`src/rtl/kappa3_dbg_sequencer.sv`:
```
// Debug command sequencer: turns cmd/rsp transactions into timed strobes on the core debug port.
// Optional build macro KAPPA3_DBG_REGDUMP_EN enables op 7 (DUMP x0..x31, 32 responses).

module kappa3_dbg_sequencer #(
   parameter int unsigned SETTLE_CYCLES = 2,
   parameter int unsigned STEP_TIMEOUT  = 255
) (
   input  logic        clock,
   input  logic        reset,
   input  logic        cmd_valid,
   output logic        cmd_ready,
   input  logic [2:0]  cmd_op,
   input  logic [31:0] cmd_addr,
   input  logic [31:0] cmd_data,
   output logic        rsp_valid,
   input  logic        rsp_ready,
   output logic [31:0] rsp_data,
   output logic        rsp_err,
   output logic [31:0] dbg_in,
   output logic [31:0] dbg_mem_addr,
   output logic [4:0]  dbg_reg_addr,
   output logic        dbg_pc_ld,
   output logic        dbg_reg_ld,
   output logic        dbg_mem_read,
   output logic        dbg_mem_write,
   output logic        step_inst,
   input  logic        running,
   input  logic [31:0] dbg_pc_out,
   input  logic [31:0] dbg_reg_out,
   input  logic [31:0] dbg_mem_out
);

   typedef enum logic [2:0] {StIdle, StSetup, StStrobe, StSettle, StStepWait, StResp} state_e;

   localparam logic [2:0] OpWmem = 3'd0;
   localparam logic [2:0] OpRmem = 3'd1;
   localparam logic [2:0] OpWreg = 3'd2;
   localparam logic [2:0] OpRreg = 3'd3;
   localparam logic [2:0] OpWpc  = 3'd4;
   localparam logic [2:0] OpRpc  = 3'd5;
   localparam logic [2:0] OpStep = 3'd6;
   localparam logic [2:0] OpDump = 3'd7;

   localparam logic [7:0] SettleLast = 8'(SETTLE_CYCLES - 1);
   localparam logic [7:0] StepLimit  = 8'(STEP_TIMEOUT);

   state_e     state_q;
   logic [2:0] op_q;
   // Settle counter, or cycles since the step strobe while in StStepWait.
   logic [7:0] cnt_q;
   logic       op_illegal;
   logic       dump_more;

`ifdef KAPPA3_DBG_REGDUMP_EN
   logic [4:0] dump_idx_q;
   assign op_illegal = 1'b0;
   assign dump_more  = (op_q == OpDump) && (dump_idx_q != 5'd31);
`else
   assign op_illegal = (cmd_op == OpDump);
   assign dump_more  = 1'b0;
`endif

   always_ff @(posedge clock or negedge reset) begin
      if (!reset) begin
         state_q       <= StIdle;
         op_q          <= 3'd0;
         cnt_q         <= 8'd0;
         cmd_ready     <= 1'b0;
         rsp_valid     <= 1'b0;
         rsp_data      <= 32'd0;
         rsp_err       <= 1'b0;
         dbg_in        <= 32'd0;
         dbg_mem_addr  <= 32'd0;
         dbg_reg_addr  <= 5'd0;
         dbg_pc_ld     <= 1'b0;
         dbg_reg_ld    <= 1'b0;
         dbg_mem_read  <= 1'b0;
         dbg_mem_write <= 1'b0;
         step_inst     <= 1'b0;
`ifdef KAPPA3_DBG_REGDUMP_EN
         dump_idx_q    <= 5'd0;
`endif
      end else begin
         dbg_pc_ld     <= 1'b0;
         dbg_reg_ld    <= 1'b0;
         dbg_mem_read  <= 1'b0;
         dbg_mem_write <= 1'b0;
         step_inst     <= 1'b0;
         case (state_q)
            StIdle: begin
               cmd_ready <= 1'b1;
               if (cmd_valid && cmd_ready) begin
                  cmd_ready    <= 1'b0;
                  op_q         <= cmd_op;
                  dbg_in       <= cmd_data;
                  dbg_mem_addr <= cmd_addr;
                  dbg_reg_addr <= (cmd_op == OpDump) ? 5'd0 : cmd_addr[4:0];
                  rsp_data     <= 32'd0;
                  rsp_err      <= 1'b0;
                  cnt_q        <= 8'd0;
`ifdef KAPPA3_DBG_REGDUMP_EN
                  dump_idx_q   <= 5'd0;
`endif
                  if (op_illegal) begin
                     rsp_err   <= 1'b1;
                     rsp_valid <= 1'b1;
                     state_q   <= StResp;
                  end else begin
                     state_q   <= StSetup;
                  end
               end
            end
            StSetup: begin
               case (op_q)
                  OpWmem:  dbg_mem_write <= 1'b1;
                  OpRmem:  dbg_mem_read  <= 1'b1;
                  OpWreg:  dbg_reg_ld    <= 1'b1;
                  OpWpc:   dbg_pc_ld     <= 1'b1;
                  OpStep:  step_inst     <= 1'b1;
                  default: ;
               endcase
               // Dump reads need no strobe, so they go straight to settling.
               state_q <= (op_q == OpDump) ? StSettle : StStrobe;
            end
            StStrobe: begin
               if (op_q == OpStep) begin
                  cnt_q   <= 8'd1;
                  state_q <= StStepWait;
               end else begin
                  cnt_q   <= 8'd0;
                  state_q <= StSettle;
               end
            end
            StSettle: begin
               if (cnt_q == SettleLast) begin
                  case (op_q)
                     OpRmem:  rsp_data <= dbg_mem_out;
                     OpRreg:  rsp_data <= dbg_reg_out;
                     OpRpc:   rsp_data <= dbg_pc_out;
                     OpDump:  rsp_data <= dbg_reg_out;
                     default: ;
                  endcase
                  cnt_q     <= 8'd0;
                  rsp_valid <= 1'b1;
                  state_q   <= StResp;
               end else begin
                  cnt_q <= cnt_q + 8'd1;
               end
            end
            StStepWait: begin
               // running is ignored until two cycles after the strobe.
               if (cnt_q >= 8'd2 && !running) begin
                  cnt_q     <= 8'd0;
                  rsp_valid <= 1'b1;
                  state_q   <= StResp;
               end else if (cnt_q >= StepLimit) begin
                  cnt_q     <= 8'd0;
                  rsp_err   <= 1'b1;
                  rsp_valid <= 1'b1;
                  state_q   <= StResp;
               end else begin
                  cnt_q <= cnt_q + 8'd1;
               end
            end
            StResp: begin
               if (rsp_ready) begin
                  rsp_valid <= 1'b0;
                  if (dump_more) begin
                     rsp_data <= 32'd0;
                     state_q  <= StSetup;
`ifdef KAPPA3_DBG_REGDUMP_EN
                     dump_idx_q   <= dump_idx_q + 5'd1;
                     dbg_reg_addr <= dump_idx_q + 5'd1;
`endif
                  end else begin
                     cmd_ready <= 1'b1;
                     state_q   <= StIdle;
                  end
               end
            end
            default: state_q <= StIdle;
         endcase
      end
   end

endmodule

```
`config.mk`:
```
export PLATFORM = sky130hd
export DESIGN_NAME = kappa3_dbg_sequencer
export DESIGN_NICKNAME = d
export VERILOG_FILES = /design/src/rtl/kappa3_dbg_sequencer.sv
export SDC_FILE = /design/constraint.sdc
export NUM_CORES = 1
export LEC_CHECK = 0
export BUFFER_PORTS_ARGS = -buffer_cell sky130_fd_sc_hd__buf_2
export CAP_MARGIN = 20
export CORE_ASPECT_RATIO = 1.75
export CORE_MARGIN = 8
export CORE_UTILIZATION = 46
export CTS_CLUSTER_SIZE = 20
export DETAILED_ROUTE_END_ITERATION = 12
export PLACE_DENSITY = 0.81
export SYNTH_ARGS = -nofsm -noshare
export SYNTH_HDL_FRONTEND = slang
export SYNTH_SLANG_ARGS = --single-unit
```
`constraint.sdc`:
```
create_clock -name clock -period 2.1 [get_ports clock]
set_clock_uncertainty 0.05 [all_clocks]
set_input_delay 0.42 -clock clock [delete_from_list [all_inputs] [get_ports clock]]
set_output_delay 0.42 -clock clock [all_outputs]
set_load 0.01 [all_outputs]
```
---- After elaboration in Yosys (flattened, before gate mapping) ----
Index checks and enable logic that the tools add are counted.
word-level totals
  word-level logic and storage cells ...... 102
  input port bits ......................... 168
  flip-flop bits (word level) ............. 123
  output and inout bits ................... 109
operators by class
  $lt $le $gt $ge ......................... 2
  add/sub/neg operators ................... 1
  equality and inequality tests ........... 22
  reduce and logical (&&, ||, !) cells .... 18
  multiplexer cells ....................... 44
operators with widths
  kind                                                                    number
  32-bit case mux with 3 select lines                                     1
  32-bit 2-to-1 mux                                                       2
  32-bit case mux with 2 select lines                                     1
  8-bit 2-to-1 mux                                                        4
  8-bit case mux with 4 select lines                                      1
  1-bit 2-to-1 mux                                                        23
  3-bit equality test (second input constant)                             7
  3-bit 2-to-1 mux                                                        7
  3-bit case mux with 6 select lines                                      1
  3-bit by 2-bit equality test with 1-bit output (second input constant)  4
  2-bit != test (second input constant)                                   6
  4-bit AND reduction                                                     3
  8-bit by 1-bit adder with 8-bit output (second input constant)          1
  8-bit by 1-bit equality test with 1-bit output (second input constant)  1
  8-bit by 2-bit >= comparator with 1-bit output (second input constant)  1
  8-bit >= comparator (second input constant)                             1
  4-bit nonzero test                                                      2
  3-bit by 1-bit equality test with 1-bit output (second input constant)  2
  3-bit zero test                                                         2
  2-bit AND reduction                                                     3
  6-bit AND reduction                                                     1
  2-bit nonzero test                                                      3
  5-bit 2-to-1 mux                                                        1
  4-bit by 2-bit != test with 1-bit output (second input constant)        1
  other kinds (6)                                                         8

---- Longest topological paths before layout ----
  word-level depth ........................ 5
  depth in mapped cells ................... 8

---- Worst setup path before layout ----
OpenSTA, ideal clock, no wires.
  path type ............................... register -> register
  from .................................... register state_q[1]
  to ...................................... register dbg_in[0]
  cell stages (with the launch flop) ...... 7
  data arrival time ....................... 1.711 ns
  setup time .............................. 0.128 ns
  path slack .............................. 0.211 ns
  period minus slack after synthesis ...... 1.889 ns
  required time ........................... 1.922 ns
  cells stage by stage .................... dfrtp_1 > or3_1 > clkbuf_1 > nor2_1 > buf_4 > buf_4 > mux2_1
on the way
  longest elaborated chain between the ends .. 2
RTL lines
  element                               line  text
  from (decl)                           47    state_e state_q;
  from (signal assigned)                65    state_q <= StIdle;
  from (signal assigned)                107   state_q <= StResp;
  from (signal assigned)                109   state_q <= StSetup;
  3-bit zero test                       89    case (state_q)
  2-bit AND reduction (no source line)  n/a
  to (signal assigned)                  95    dbg_in <= cmd_data;
  to (decl)                             19    output logic [31:0] dbg_in,
Every way passes these cells.
A chain may end at the register's enable or synchronous reset.

---- Final worst setup path ----
  from .................................... register cnt_q[0]
  to ...................................... register state_q[0]
on the way
  longest elaborated chain between the ends .. 4
RTL lines
  element                                                                           line  text
  from (decl)                                                                       50    logic [7:0] cnt_q;
  from (signal assigned)                                                            147   cnt_q <= cnt_q + 8'd1;
  from (signal assigned)                                                            162   cnt_q <= cnt_q + 8'd1;
  8-bit by 2-bit >= comparator with 1-bit output                                    152   if (cnt_q >= 8'd2 && !running) begin
  1-bit logical AND                                                                 152
  3-bit 2-to-1 mux / 3-bit != test (equally long branches)                          n/a
  3-bit case mux with 6 select lines / 4-bit AND reduction (equally long branches)  n/a
  to (signal assigned)                                                              107
  to (signal assigned)                                                              155   state_q <= StResp;
  to (signal assigned)                                                              160   state_q <= StResp;
Parallel ways exist; a longest one is shown, timed or not.

==> summary.md <==
| Metric | Value |
|---|---|
| Std-Cell Rows | `53` |
| Overall track demand over capacity in global routing | `22.7%` |
| Actual transition at the worst max-transition pin | `699 ps` |
| Peak supply drop | `0.000869 V` |
| Number of levels the H-tree was split into | `4` |
| Mean number of vias per cell | `5.58` |
| Status | `finished, final reports clean` |
| Number of cells produced by synthesis | `468` |
| Wire length per cell after detailed routing | `20.4 um` |
| Initial core utilization | `46.4%` |
| Gate family responsible for the most delay along the worst path | `simple AND/OR/NAND/NOR gates` |
| Number of buffers inserted during clock tree synthesis | `17` |
| # nets final | `920` |
| Fraction of synthesis flops using an asynchronous set or reset pin | `100%` |
| Most frequent standard cell in the layout excluding fill and tap cells | `sky130_fd_sc_hd__buf_2` |
| Static Leak | `4.00 nW` |
| Critical hold path startpoint | `cmd_data[23]` |
| Number of DRC markers after the initial detailed-route iteration | `280` |
| Clock period minus final worst setup slack | `2020 ps` |
| Flip-flop and latch area | `3080 um2` |
| Syn_nets | `639` |
| Finish-stage setup viols | `0` |
| Switching share of total power | `38.2%` |
| Final RePlAce weighted congestion | `0.906` |
| Power density relative to cell area | `1510 nW/um2` |
| Top-level I/O count | `277` |
| Most used cell along the critical path | `sky130_fd_sc_hd__nand3_1` |
| Path depth of the worst reg2reg path | `7` |
| Total Routed Length | `18400 um` |
| Path type of the worst min-delay path | `in2reg` |
| Total number of vias | `5030` |
| Post-synthesis average cell area | `11.8 um2` |
| Kind of start point of the critical path | `flip-flop` |
| Final standard cell area without fillers | `7760 um2` |
| Proportion of synthesized chip area in sequential cells | `55.9%` |
| Tcrit/Tclk final | `96.3%` |
| Part of the total power dissipated in the clock network | `25.2%` |
| Area share of the leading cell type in the synthesized netlist | `55.9%` |
| X dimension of the die | `98.7 um` |
| Kind of capture point of the worst setup path | `flip-flop` |
| Critical path required time | `2340 ps` |
| Start point of the critical path | `cnt_q[0]` |
| Reg clk slew, reported paths | `60 ps` |
| Path type of the worst setup path | `reg2reg` |
| Maximum number of pins on one net before global-route repair | `65` |
| Buffers plus inverters on the worst setup path | `1` |
| Register share of total power | `33.0%` |
| Area of the mapped netlist | `5510 um2` |
| Cell at the root of the clock tree | `sky130_fd_sc_hd__clkbuf_16` |
| Buffers on Ports | `276` |
| Filler cells | `927` |
| First-pass GRT wire length | `28300 um` |
| Die Y-Extent | `161 um` |
| Antenna Violating Nets Remaining | `0` |
| Arrival time worst endpoint | `2260 ps` |
| Drt pass-1 iters | `4` |
| Setup slack after layout | `78.3 ps` |
| Detailed placer's ending HPWL | `14200 um` |
| Number of endpoints with negative hold slack in the final report | `0` |
| Delay of the slowest cell on the worst path | `430 ps` |
| Leading post-synthesis cells by cell area | `sky130_fd_sc_hd__dfrtp_1 56%, sky130_fd_sc_hd__mux2_1 14%, sky130_fd_sc_hd__a22o_1 5.1%, sky130_fd_sc_hd__o31ai_1 4.4%, sky130_fd_sc_hd__a21oi_1 3.2%` |
| Final hold slack | `172 ps` |
| Slack of the worst reg-to-reg path | `80 ps` |
| Synth Flop Type | `sky130_fd_sc_hd__dfrtp_1` |
| Area used by multi-input combinational logic | `2260 um2` |
| Number of synthesized register bits | `123` |
| Clock tree from TritonCTS | `yes` |
| Initial antenna violation count | `2` |
| Area inside the core boundary | `11900 um2` |
| Number of max-slew violations in the final report | `0` |
| Area added between synthesis and finish | `41.0%` |
| Max stage delay cell, worst path | `sky130_fd_sc_hd__dfrtp_1` |
| Launch instance of the worst register-to-register path | `cnt_q[0]` |
| Post-synthesis cell type count | `45` |
| Via count of the first global-routing pass | `5379` |
| Total internal power | `0.00722 W` |
| Capture endpoint of the worst hold path | `dbg_in[23]` |
| Cell count of the worst hold path | `2` |
| Critical path fanouts, max | `5` |
| Worst skew pair latency | `410 ps` |
| Switching power summed over all nets | `0.00446 W` |
| Final core occ | `65.4%` |
| Area after detailed placement | `7100 um2` |
| Max Buffers Root-to-Sink | `2` |
| Reported max-cap violation count | `0` |
| Worst setup slack before clock tree synthesis | `62.6 ps` |
| Normalized max-slew margin | `53.4%` |
| Maximum clock rate | `0.495 GHz` |
| Die Outline Area | `15900 um2` |
| Total clock sinks | `123` |
| Most frequent cells in the layout | `275 x sky130_fd_sc_hd__buf_2, 123 x sky130_fd_sc_hd__dfrtp_1, 68 x sky130_fd_sc_hd__mux2_1` |
| Part of the total power dissipated in combinational logic | `41.8%` |
| Fraction of layout instances using a drive strength above 1 | `44.4%` |
| Worst flop-to-flop path endpoint | `state_q[0]` |
| Count of flip-flops with a built-in enable after synthesis | `0` |
| Cell accounting for the most synthesized area | `sky130_fd_sc_hd__dfrtp_1` |
| Yosys Warn Count | `0` |
| Critical path cell sequence | `buf_4, ha_1, nand3_1, nor2_1, or3_1, nand3_1, mux2_1` |
| GR Overflow Total | `0` |
| Number of remaining DRC errors | `0` |
[worst max-delay path by stage]
stage	endpoint	cells past startpoint
final	state_q[0]	7
after detailed placement	state_q[0]	5
after floorplan	dbg_in[0]	6
after global routing	cnt_q[4]	7
after global placement	rsp_data[6]	4
after CTS	state_q[0]	5
[sequential cells by signal (all words and copies together) (netlist names), 3 cells and up]
signal / flops
cnt_q: 8
op_q: 3
state_q: 3
rsp_data: 32
dbg_in: 32
dbg_reg_addr: 5
dbg_mem_addr: 32
[stage by stage]
stage,setup TNS (ps),power (W),instances
floorplan,0,0.00670,468
global placement,0,0.00848,862
detailed placement,0,0.00875,863
CTS,0,0.0117,896
global route,-167,0.0124,901
finish,0,0.0117,901
[per-layer routing]
metal | global-route usage, % | part of all wire [%] | wire length (um) | vias to the layer above
met5 | 0 | 0 | 0 | -
li1 | - | - | - | 2297
met3 | 6.07 | 5.5 | 1010 | 57
met4 | 14.4 | 4.3 | 795 | 0
met2 | 40.3 | 56 | 10200 | 223
met1 | 22.9 | 35 | 6370 | 2453
[cell families (layout without fill, tap and decap cells)]
logic type,count (synthesis),after routing,share of synthesized area [%]
buffers and inverters,39,333,3.32
other,0,2,0
AO/OA/AOI/OAI,135,135,17.0
AND/OR/NAND/NOR,99,99,8.98
flip-flops,123,123,55.9
multiplexers,69,69,14.1
adder cells (fa/ha/maj),3,3,0.682
[cells in the mapped netlist (8+ instances only)]
cell type and number:
sky130_fd_sc_hd__o21ai_0 11, sky130_fd_sc_hd__mux2_1 68, sky130_fd_sc_hd__clkbuf_1 16, sky130_fd_sc_hd__buf_2 11, sky130_fd_sc_hd__a22o_1 32, sky130_fd_sc_hd__nor2_1 16, sky130_fd_sc_hd__nand3_1 9, sky130_fd_sc_hd__dfrtp_1 123
sky130_fd_sc_hd__a21oi_1 35, sky130_fd_sc_hd__o31ai_1 32, sky130_fd_sc_hd__nand2_1 43, sky130_fd_sc_hd__a21o_1 8
[what timing repair did]
action / in CTS / in global routing
buffers inserted: 0 / 2
gates resized for setup: 0 / 2
hold buffers: 1 / 0
endpoints found under the hold margin: 34 / 0
endpoints found under the setup margin: 0 / 13
[layout make-up]
type,count,share of cell area (%)
Antenna cell,2,0.0645
Clock buffer,17,5.48
Clock inverter,15,2.32
Inverter,5,0.242
Multi-Input combinational cell,306,29.1
Sequential cell,123,39.6
Tap cell,137,2.21
Timing Repair Buffer,296,20.9
[power groups by stage]
stage	sequential (W)	combinational (W)	clock (W)
2_1_floorplan	0.00428	0.00242	0
3_3_place_gp	0.00382	0.00466	0
3_5_place_dp	0.00389	0.00486	0
4_1_cts	0.00385	0.00488	0.00301
5_1_grt	0.00397	0.00534	0.00311
6_report	0.00386	0.00489	0.00294
Note: power is estimated with default switching activity, not from simulation.
